## config.mk

```make
export PLATFORM = sky130hd
export DESIGN_NAME = vrf_write_arbiter_flat
export DESIGN_NICKNAME = d
export VERILOG_FILES = /design/src/rtl/vrf_write_arbiter_if.sv /design/src/rtl/vrf_write_arbiter.sv /design/src/flat_wrapper.sv
export SDC_FILE = /design/constraint.sdc
export NUM_CORES = 1
export LEC_CHECK = 0
export ABC_AREA = 1
export CORE_ASPECT_RATIO = 1.5
export CORE_MARGIN = 2
export CORE_UTILIZATION = 25
export CTS_CLUSTER_SIZE = 8
export DETAILED_ROUTE_END_ITERATION = 7
export PLACE_DENSITY = 0.44
export SLEW_MARGIN = 20
export SYNTH_ARGS = -nofsm -noshare
export SYNTH_HDL_FRONTEND = slang
export SYNTH_SLANG_ARGS = --single-unit
```

## constraint.sdc

```tcl
create_clock -name clk -period 30.2 [get_ports clk]
set_input_delay 4.53 -clock clk [delete_from_list [all_inputs] [get_ports clk]]
set_output_delay 4.53 -clock clk [all_outputs]
set_load 0.005 [all_outputs]
```

## src/rtl/vrf_write_arbiter_if.sv

```systemverilog
// vrf_write_arbiter_if
// Purpose : bundles the requester-side handshake and the VRF write-port bus
//           of the lane's write arbiter.
// Signals :
//   hold_i       stall; while 1 no grants are issued
//   req_valid_i  per-requester request valid
//   req_ready_o  per-requester grant (combinational)
//   req_addr_i   per-requester write address
//   req_bwe_i    per-requester byte write enables
//   req_data_i   per-requester write data
//   wen_o        per-port VRF write enable (registered)
//   waddr_o      per-port VRF write address (registered)
//   bwe_o        per-port VRF byte enables (registered)
//   din_o        per-port VRF write data (registered)
// Modports: master = requester/stimulus side, slave = arbiter side.
//
// Handshake: requester r transfers in a cycle where req_valid_i[r] and
// req_ready_o[r] are both 1. A requester keeps valid, address, byte enables
// and data stable until that transfer and may only drop valid after it.
// Ready may depend on valid in the same cycle; no requester may wait for
// ready before raising valid.
interface vrf_write_arbiter_if #(
  parameter int REQ_NUM     = 6,
  parameter int W_PORTS_NUM = 4,
  parameter int MEM_DEPTH   = 512,
  parameter int MEM_WIDTH   = 32
);
  localparam int AW = $clog2(MEM_DEPTH);
  localparam int BW = MEM_WIDTH / 8;

  logic                                   hold_i;
  logic [REQ_NUM-1:0]                     req_valid_i;
  logic [REQ_NUM-1:0]                     req_ready_o;
  logic [REQ_NUM-1:0][AW-1:0]             req_addr_i;
  logic [REQ_NUM-1:0][BW-1:0]             req_bwe_i;
  logic [REQ_NUM-1:0][MEM_WIDTH-1:0]      req_data_i;
  logic [W_PORTS_NUM-1:0]                 wen_o;
  logic [W_PORTS_NUM-1:0][AW-1:0]         waddr_o;
  logic [W_PORTS_NUM-1:0][BW-1:0]         bwe_o;
  logic [W_PORTS_NUM-1:0][MEM_WIDTH-1:0]  din_o;

  modport master (
    output hold_i, req_valid_i, req_addr_i, req_bwe_i, req_data_i,
    input  req_ready_o, wen_o, waddr_o, bwe_o, din_o
  );

  modport slave (
    input  hold_i, req_valid_i, req_addr_i, req_bwe_i, req_data_i,
    output req_ready_o, wen_o, waddr_o, bwe_o, din_o
  );
endinterface

```

## src/rtl/vrf_write_arbiter.sv

```systemverilog
// vrf_write_arbiter
// Purpose : shares W_PORTS_NUM VRF write ports among REQ_NUM requesters.
//           Each cycle requesters are scanned round-robin starting at the
//           priority pointer; up to W_PORTS_NUM valid requests with mutually
//           distinct addresses are granted and packed onto ports 0, 1, ...
//           The granted payloads reach the VRF one cycle later from registers.
// Ports   :
//   clk       clock, rising edge
//   rstn      asynchronous active-low reset
//   bus       vrf_write_arbiter_if slave modport (requests in, VRF port out)
//   rr_ptr_o  current highest-priority requester index (debug)
module vrf_write_arbiter #(
  parameter int REQ_NUM     = 6,
  parameter int W_PORTS_NUM = 4,
  parameter int MEM_DEPTH   = 512,
  parameter int MEM_WIDTH   = 32,
  localparam int AW = $clog2(MEM_DEPTH),
  localparam int BW = MEM_WIDTH / 8,
  localparam int PW = (REQ_NUM > 1) ? $clog2(REQ_NUM) : 1
) (
  input  logic                  clk,
  input  logic                  rstn,
  vrf_write_arbiter_if.slave    bus,
  output logic [PW-1:0]         rr_ptr_o
);

  logic [PW-1:0]                          rr_ptr_q;
  logic [PW-1:0]                          rr_ptr_d;
  logic [REQ_NUM-1:0]                     grant;
  // Per-port assignment produced by the scan: which requester sits on port k.
  logic [W_PORTS_NUM-1:0]                 slot_vld;
  logic [W_PORTS_NUM-1:0][PW-1:0]         slot_sel;
  logic [W_PORTS_NUM-1:0][AW-1:0]         slot_addr;

  logic [W_PORTS_NUM-1:0]                 wen_q;
  logic [W_PORTS_NUM-1:0][AW-1:0]         waddr_q;
  logic [W_PORTS_NUM-1:0][BW-1:0]         bwe_q;
  logic [W_PORTS_NUM-1:0][MEM_WIDTH-1:0]  din_q;

  // Round-robin scan. A candidate is granted only if a port is still free
  // and its full address differs from every address already granted this
  // cycle (the LVT/XOR banks cannot merge same-address writes, even with
  // disjoint byte enables). Ready is forced low during reset so a requester
  // never sees a transfer that the cleared registers would drop.
  always_comb begin
    int   idx;
    int   cnt;
    int   last;
    logic hit;
    grant     = '0;
    slot_vld  = '0;
    slot_sel  = '0;
    slot_addr = '0;
    rr_ptr_d  = rr_ptr_q;
    idx       = 0;
    cnt       = 0;
    last      = 0;
    hit       = 1'b0;
    for (int i = 0; i < REQ_NUM; i++) begin
      idx = int'(rr_ptr_q) + i;
      if (idx >= REQ_NUM) idx = idx - REQ_NUM;
      hit = 1'b0;
      for (int k = 0; k < W_PORTS_NUM; k++) begin
        if (k < cnt && slot_addr[k] == bus.req_addr_i[idx]) hit = 1'b1;
      end
      if (rstn && !bus.hold_i && bus.req_valid_i[idx] &&
          cnt < W_PORTS_NUM && !hit) begin
        grant[idx]     = 1'b1;
        slot_vld[cnt]  = 1'b1;
        slot_sel[cnt]  = PW'(idx);
        slot_addr[cnt] = bus.req_addr_i[idx];
        last           = idx;
        cnt            = cnt + 1;
      end
    end
    // Next scan starts just after the last requester served this cycle.
    if (cnt != 0) begin
      rr_ptr_d = (last == REQ_NUM - 1) ? '0 : PW'(last + 1);
    end
  end

  always_ff @(posedge clk or negedge rstn) begin
    if (!rstn) begin
      rr_ptr_q <= '0;
      wen_q    <= '0;
      waddr_q  <= '0;
      bwe_q    <= '0;
      din_q    <= '0;
    end else begin
      rr_ptr_q <= rr_ptr_d;
      for (int k = 0; k < W_PORTS_NUM; k++) begin
        wen_q[k] <= slot_vld[k];
        // Idle ports keep their last payload; only the enable drops.
        if (slot_vld[k]) begin
          waddr_q[k] <= bus.req_addr_i[slot_sel[k]];
          bwe_q[k]   <= bus.req_bwe_i[slot_sel[k]];
          din_q[k]   <= bus.req_data_i[slot_sel[k]];
        end
      end
    end
  end

  assign bus.req_ready_o = grant;
  assign bus.wen_o       = wen_q;
  assign bus.waddr_o     = waddr_q;
  assign bus.bwe_o       = bwe_q;
  assign bus.din_o       = din_q;
  assign rr_ptr_o        = rr_ptr_q;

endmodule

```

## src/flat_wrapper.sv

```systemverilog
// flat-port wrapper written by rule: the top's interface ports become plain ports
module vrf_write_arbiter_flat 
#(
  parameter int REQ_NUM     = 6,
  parameter int W_PORTS_NUM = 4,
  parameter int MEM_DEPTH   = 512,
  parameter int MEM_WIDTH   = 32,
  localparam int AW = $clog2(MEM_DEPTH),
  localparam int BW = MEM_WIDTH / 8,
  localparam int PW = (REQ_NUM > 1) ? $clog2(REQ_NUM) : 1
)
  (clk, rstn, rr_ptr_o, bus_hold_i, bus_req_valid_i, bus_req_addr_i, bus_req_bwe_i, bus_req_data_i, bus_req_ready_o, bus_wen_o, bus_waddr_o, bus_bwe_o, bus_din_o);
  vrf_write_arbiter_if #(.REQ_NUM(REQ_NUM), .W_PORTS_NUM(W_PORTS_NUM), .MEM_DEPTH(MEM_DEPTH), .MEM_WIDTH(MEM_WIDTH)) bus_i ();
  input  logic clk;
  input  logic rstn;
  output logic [PW-1:0] rr_ptr_o;
  input wire logic [$bits(bus_i.hold_i)-1:0] bus_hold_i;
  input wire logic [$bits(bus_i.req_valid_i)-1:0] bus_req_valid_i;
  input wire logic [$bits(bus_i.req_addr_i)-1:0] bus_req_addr_i;
  input wire logic [$bits(bus_i.req_bwe_i)-1:0] bus_req_bwe_i;
  input wire logic [$bits(bus_i.req_data_i)-1:0] bus_req_data_i;
  output wire logic [$bits(bus_i.req_ready_o)-1:0] bus_req_ready_o;
  output wire logic [$bits(bus_i.wen_o)-1:0] bus_wen_o;
  output wire logic [$bits(bus_i.waddr_o)-1:0] bus_waddr_o;
  output wire logic [$bits(bus_i.bwe_o)-1:0] bus_bwe_o;
  output wire logic [$bits(bus_i.din_o)-1:0] bus_din_o;
  assign bus_i.hold_i = bus_hold_i;
  assign bus_i.req_valid_i = bus_req_valid_i;
  assign bus_i.req_addr_i = bus_req_addr_i;
  assign bus_i.req_bwe_i = bus_req_bwe_i;
  assign bus_i.req_data_i = bus_req_data_i;
  assign bus_req_ready_o = bus_i.req_ready_o;
  assign bus_wen_o = bus_i.wen_o;
  assign bus_waddr_o = bus_i.waddr_o;
  assign bus_bwe_o = bus_i.bwe_o;
  assign bus_din_o = bus_i.din_o;
  vrf_write_arbiter #(.REQ_NUM(REQ_NUM), .W_PORTS_NUM(W_PORTS_NUM), .MEM_DEPTH(MEM_DEPTH), .MEM_WIDTH(MEM_WIDTH)) u_core (.clk(clk), .rstn(rstn), .bus(bus_i), .rr_ptr_o(rr_ptr_o));
endmodule
```

After elaboration in Yosys (flattened, before gate mapping)
Index checks and enable logic that the tools add are counted.
- bits in registers: 187
- latch bits: 0
- bits in writable memories: 0
- memory bits (read-only): 0
- input port bits: 279
- output and inout port bits: 193
- word-level logic and storage cells: 343
- memories kept: 0
- $add $sub $neg: 17
- multiply operators: 0
- divide/modulo/power cells: 0
- $lt $le $gt $ge: 57
- eq/ne operators: 18
- shift operators: 0
- mux-type cells: 171
- bitwise operators: 10
- reductions and logical operators: 56
- operators by type and width (kind ; count):
    $mux W32 ; 21
    $bmux W32 S3 ; 4
    $ge A32 B1 Y1 const B ; 10
    $bmux W9 S3 ; 10
    $lt A3 B32 Y1 const A ; 8
    $lt A32 B4 Y1 const B ; 8
    $lt A32 B5 Y1 const B ; 6
    $mux W9 ; 21
    $ge A32 B4 Y1 const B ; 5
    $sub A32 B4 Y32 const B ; 5
    $eq A9 B9 Y1 ; 17
    $bwmux W36 ; 4
    $mux W36 ; 4
    $add A32 B2 Y32 const B ; 4
    $lt A1 B32 Y1 const A ; 4
    $lt A2 B32 Y1 const A ; 4
    $demux W9 S2 ; 4
    $bwmux W12 ; 5
    $mux W12 ; 5
    $bmux W4 S3 ; 4
    $logic_and A1 B1 Y1 ; 48
    $mux W1 ; 45
    $mux W4 ; 9
    $mux W6 ; 6
    other kinds (24) ; 68

Depth between registers and ports, before layout
- depth in word-level cells: 54
- mapped depth: 80
- depth with buffers taken out: 73

Worst setup path after synthesis
OpenSTA, ideal clock, no wires.
- path kind: input to output
- from: input port rstn
- to: output port bus_req_ready_o[0]
- data arrival time: 12.047 ns
- required time: 25.670 ns
- path slack: 13.623 ns
- stages on the path: 65
- path buffers: 9
- cells stage by stage: inv_1 nor2_1 nand2_1 nor2_2 buf_6 nand2_1 clkinv_1 nand2_1 nand2_1 nand2_1 nor2_2 nand3_4 buf_4 nand2_1 inv_1 clkbuf_1 ha_1 inv_1 [29 not listed] nor2_1 nor2_1 nand2_1 buf_6 buf_8 xor2_1 inv_1 ha_1 inv_1 nand2_1 nand2_1 nor2_1 nand2_1 nor2_1 nor2_1 nand2_4 buf_6 o311ai_0
- cells in the longest elaborated chain, start to end: 48
- elaborated cells on any way between the ends: 153
- those cells by class: add/sub: 4; order compare: 33; eq/ne: 17; mux: 48; bitwise: 5; reduce/logical: 46
- RTL lines (what ; RTL line ; RTL):
    from (decl) ; flat_wrapper.sv:15 ; input logic rstn;
    $logic_and A1 B1 Y1 (*) ; vrf_write_arbiter.sv:66 ; if (rstn && !bus.hold_i && bus.req_valid_i[idx] &&
    $logic_and A1 B1 Y1 ; vrf_write_arbiter.sv:66 ;
    $mux W9 / $mux W1 (equally long branches) ; vrf_write_arbiter.sv:66 ;
    $eq A9 B9 Y1 / $lt A1 B1 Y1 (equally long branches) ; vrf_write_arbiter.sv:64 ; if (k < cnt && slot_addr[k] == bus.req_addr_i[idx]) hit = 1'b1;
    $logic_and A1 B1 Y1 ; vrf_write_arbiter.sv:64 ;
    $mux W1 (4 in a row) ; vrf_write_arbiter.sv:64 ;
    $logic_not A1 Y1 ; vrf_write_arbiter.sv:67 ; cnt < W_PORTS_NUM && !hit) begin
    $logic_and A1 B1 Y1 ; vrf_write_arbiter.sv:67 ;
    [26 not listed] ; -- ;
    $logic_and A1 B1 Y1 ; vrf_write_arbiter.sv:67 ;
    $mux W32 / $mux W36 (equally long branches) ; vrf_write_arbiter.sv:66 ;
    $lt A1 B32 Y1 / $eq A9 B9 Y1 (equally long branches) ; vrf_write_arbiter.sv:64 ;
    $logic_and A1 B1 Y1 ; vrf_write_arbiter.sv:64 ;
    $mux W1 (4 in a row) ; vrf_write_arbiter.sv:64 ;
    $logic_not A1 Y1 ; vrf_write_arbiter.sv:67 ;
    $logic_and A1 B1 Y1 ; vrf_write_arbiter.sv:67 ;
    $mux W6 (*) ; vrf_write_arbiter.sv:66 ;
    to (decl) ; flat_wrapper.sv:22 ; output wire logic [$bits(bus_i.req_ready_o)-1:0] bus_req_ready_o;
Every way passes the cells marked *; elsewhere a longest branch is shown, timed or not.

Worst setup path in the final report
- from: input port bus_hold_i
- to: output port bus_req_ready_o[5]
- cells in the longest elaborated chain, start to end: 49
- elaborated cells on any way between the ends: 154
- those cells by class: add/sub: 4; order compare: 33; eq/ne: 17; mux: 48; bitwise: 5; reduce/logical: 47
- RTL lines (what ; RTL line ; RTL):
    from (decl) ; flat_wrapper.sv:17 ; input wire logic [$bits(bus_i.hold_i)-1:0] bus_hold_i;
    $logic_not A1 Y1 (*) ; vrf_write_arbiter.sv:66 ;
    $logic_and A1 B1 Y1 (*) ; vrf_write_arbiter.sv:66 ;
    $logic_and A1 B1 Y1 ; vrf_write_arbiter.sv:66 ;
    $mux W9 / $mux W1 (equally long branches) ; vrf_write_arbiter.sv:66 ;
    $eq A9 B9 Y1 / $lt A1 B1 Y1 (equally long branches) ; vrf_write_arbiter.sv:64 ;
    $logic_and A1 B1 Y1 ; vrf_write_arbiter.sv:64 ;
    $mux W1 (4 in a row) ; vrf_write_arbiter.sv:64 ;
    $logic_not A1 Y1 ; vrf_write_arbiter.sv:67 ;
    [27 not listed] ; -- ;
    $logic_and A1 B1 Y1 ; vrf_write_arbiter.sv:67 ;
    $mux W32 / $mux W36 (equally long branches) ; vrf_write_arbiter.sv:66 ;
    $lt A1 B32 Y1 / $eq A9 B9 Y1 (equally long branches) ; vrf_write_arbiter.sv:64 ;
    $logic_and A1 B1 Y1 ; vrf_write_arbiter.sv:64 ;
    $mux W1 (4 in a row) ; vrf_write_arbiter.sv:64 ;
    $logic_not A1 Y1 ; vrf_write_arbiter.sv:67 ;
    $logic_and A1 B1 Y1 ; vrf_write_arbiter.sv:67 ;
    $mux W6 (*) ; vrf_write_arbiter.sv:66 ;
Marked as above.

==> results.py <==
metrics = {
    "clock_tree": {
        "cts_num_sinks": 187,
        "hold_buffers": 0,
        "cts.htree.levels": 4,
        "clk-insertion-delay-late_ns": 0.50,
        "cts_inserted_buffers": 17,
        "postCtsSetupRepairBufs": 0,
        "clkSlewWorstSetupHoldPaths_ns": 0.08,
        "cts_repair_resize_count": 0,
        "clock_tree.root_cell": "clkbuf_16",
        "tritoncts": "built",
        "clk_path_buf_depth": 2,
    },
    "cells_and_area": {
        "num-fill-cells": 13100,
        "area.growth.synth_to_final_pct": 18.4,
        "fraction_of_layout_cells_with_a_size_suffix_above_1": 0.0526,
        "mostFrequentLayoutCell": "nand2_1",
        "post_route_cell_area_um2": 33800,
        "final_cells": 6964,
        "layout_net_count": 5813,
        "mostFrequentLayoutCells": "nand2_1 (1795), nand3_1 (1286), inv_1 (509)",
    },
    "sta": {
        "fin_tns_setup_ns": 0,
        "tightest_slew_ns": 1.16,
        "hold_viol_final": 0,
        "finalCritPeriodShare": 0.699,
        "finalWorstPathRequiredPeriod_ns": 21.12,
        "setup_ws_ns": 9.08,
        "achievable-frequency_mhz": 47.3,
        "finalSetupViolations": 0,
        "slew_viol_final": 0,
        "final.setup_skew_ns": 0.0121,
        "rsz0062_at_grt": "no",
        "worst_case_headroom_to_the_max_slew_limit": 0.225,
    },
    "global_routing": {
        "busiest_layer": "met2",
        "grt.overflow.total": 0,
        "met2_usage": 0.491,
        "first_pass_grt_wire_length_um": 252000,
        "maximum_number_of_pins_on_one_net_before_global_route_repair": 84,
        "grt_antenna_before_repair": 0,
        "first_global_vias": 35100,
        "grt_use_total": 0.290,
        "met3_usage": 0.0398,
        "grtUsageMet1": 0.352,
    },
    "job": {
        "max-cap-violations": 0,
    },
    "floorplan": {
        "die_height_um": 418,
        "io_pins": 472,
        "core_um2": 113000,
        "die_width_um": 280,
        "die-area_um2": 117000,
        "starting_density_of_the_core": 0.252,
        "std_cell_rows": 151,
    },
    "logic_synthesis": {
        "synth_cell_type_count": 62,
        "yosys_warning_count": 0,
        "post_synth_inst_count": 5298,
        "ys_seq_elements": 187,
        "synth_nets": 5615,
        "synth_ff_type": "dfrtp_1",
        "syn_avg_cell_area_um2": 5.38,
        "synth.cell_area_um2": 28500,
        "synth-async-reset-ratio": 1.00,
        "seq_area_frac_synth": 0.164,
        "synth-edff-count": 0,
    },
    "placement": {
        "place_worst_setup_slack_ns": 9.11,
        "gp_routability_congestion": 0.979,
        "place_inst": 6930,
        "dp_wirelength_um": 122000,
        "port-buffer-count": 471,
        "placement.cell_area_um2": 33100,
    },
    "setup_path": {
        "element_type_at_the_critical_path_start": "input pin",
        "worst_path_most_repeated_cell": "nand2_1",
        "critical_path.endpoint_type": "primary output",
        "worst_endpoint_required_time_ns": 25.67,
        "worst-endpoint-arrival_ns": 16.59,
        "critical_path_s_largest_stage_delay_ns": 0.63,
        "critical_path.n_buffers_inverters": 10,
        "critical_path.top_delay_family": "simple AND/OR/NAND/NOR gates",
        "worst_path_max_delay_cell": "nand2_2",
        "path_max_fanout": 46,
        "path_class": "input pin to primary output",
    },
    "run_status": {
        "run_status": "finished, final reports clean",
    },
    "routing": {
        "count_of_antenna_violating_nets_left_after_detailed_routing": 0,
        "drt_first_iter_violations": 3790,
        "firstDrtPassIters": 7,
        "routed-via-count": 37200,
        "route.final.wire_length_um": 175000,
        "drc": 0,
        "vias_per_cell": 5.34,
        "wl_per_cell_um": 25.2,
    },
    "worst_hold_path": {
        "min-delay-path-class": "flop to flop",
    },
}
## metrics by stage
stage / hold slack [ns] / utilization
after global placement: 0.505 / 0.293
after detailed placement: 0.516 / 0.293
after CTS: 0.536 / 0.299
after floorplan: 0.514 / -
after global routing: 0.558 / 0.299
final: 0.527 / 0.299
## registers in the layout (all words and copies together), names as in the netlist
register            cells
u_core.bus.bwe_o       16
u_core.bus.din_o      128
u_core.bus.waddr_o     36
u_core.bus.wen_o        4
u_core.rr_ptr_o         3
## cell usage after synthesis (12+ instances only)
cell	n	share of area
a21oi_1	195	0.034
buf_2	99	0.017
buf_4	52	0.014
buf_6	73	0.029
buf_8	16	0.0084
clkbuf_1	102	0.013
clkinv_1	50	0.0066
dfrtp_1	187	0.16
ha_1	38	0.017
inv_1	509	0.067
inv_2	66	0.0087
nand2_1	1797	0.24
nand2_2	42	0.0092
nand2_4	12	0.0047
nand3_1	1289	0.23
nand4_1	51	0.011
nor2_1	316	0.042
nor2_2	12	0.0026
o211ai_1	20	0.0053
o21a_1	12	0.0032
o21ai_0	224	0.039
o21ai_1	13	0.0023
## worst register-to-register path: cells and delay by family, from the launching register on
family / cells / cell delay (ns)
flops: 1 / 0.59
xor+xnor: 1 / 0.37
fa+ha+maj: 5 / 1.29
simple gates: 40 / 7.82
compound gates: 5 / 1.33
buf+inv: 15 / 4.14
## worst paths after layout
kind	cells after the start	to	slack [ns]	startpoint
min reg2reg	2	u_core.bus.din_o[118]	0.53	u_core.bus.din_o[118]
max in group asynchronous	2	u_core.bus.din_o[36]	25.04	rstn
max	53	bus_req_ready_o[5]	9.08	bus_hold_i
min	2	u_core.bus.din_o[118]	0.53	u_core.bus.din_o[118]
min in group asynchronous	1	u_core.bus.din_o[81]	3.91	rstn
max reg2reg	66	u_core.bus.waddr_o[5]	14.55	u_core.rr_ptr_o[1]
## layer usage
layer / vias to the layer above / wire length (µm)
li1: 17400 / -
met1: 17600 / 69000
met2: 1840 / 83600
met3: 378 / 12200
met4: 0 / 10500
met5: - / 0
## logic make-up after synthesis
group	count (synthesis)	share of synthesized area
compound gates	508	0.0985
xor+xnor	5	0.00154
fa+ha+maj	38	0.0167
buf+inv	995	0.172
flops	187	0.164
mux	8	0.00316
simple gates	3557	0.544
## layout make-up
cell class / count / area, µm² / area share
Inverter: 631 / 2380 / 0.0705
Tap cell: 1453 / 1820 / 0.0538
Multi-Input combinational cell: 4116 / 19000 / 0.563
Clock buffer: 18 / 439 / 0.0130
Antenna cell: 2 / 5.00 / 0.000148
Clock inverter: 14 / 176 / 0.00522
Sequential cell: 187 / 4680 / 0.139
Timing Repair Buffer: 543 / 5260 / 0.156
Power is left out: the tool's default activity adds up to more than one toggle a clock period on the data nets, which glitch-free logic cannot reach.
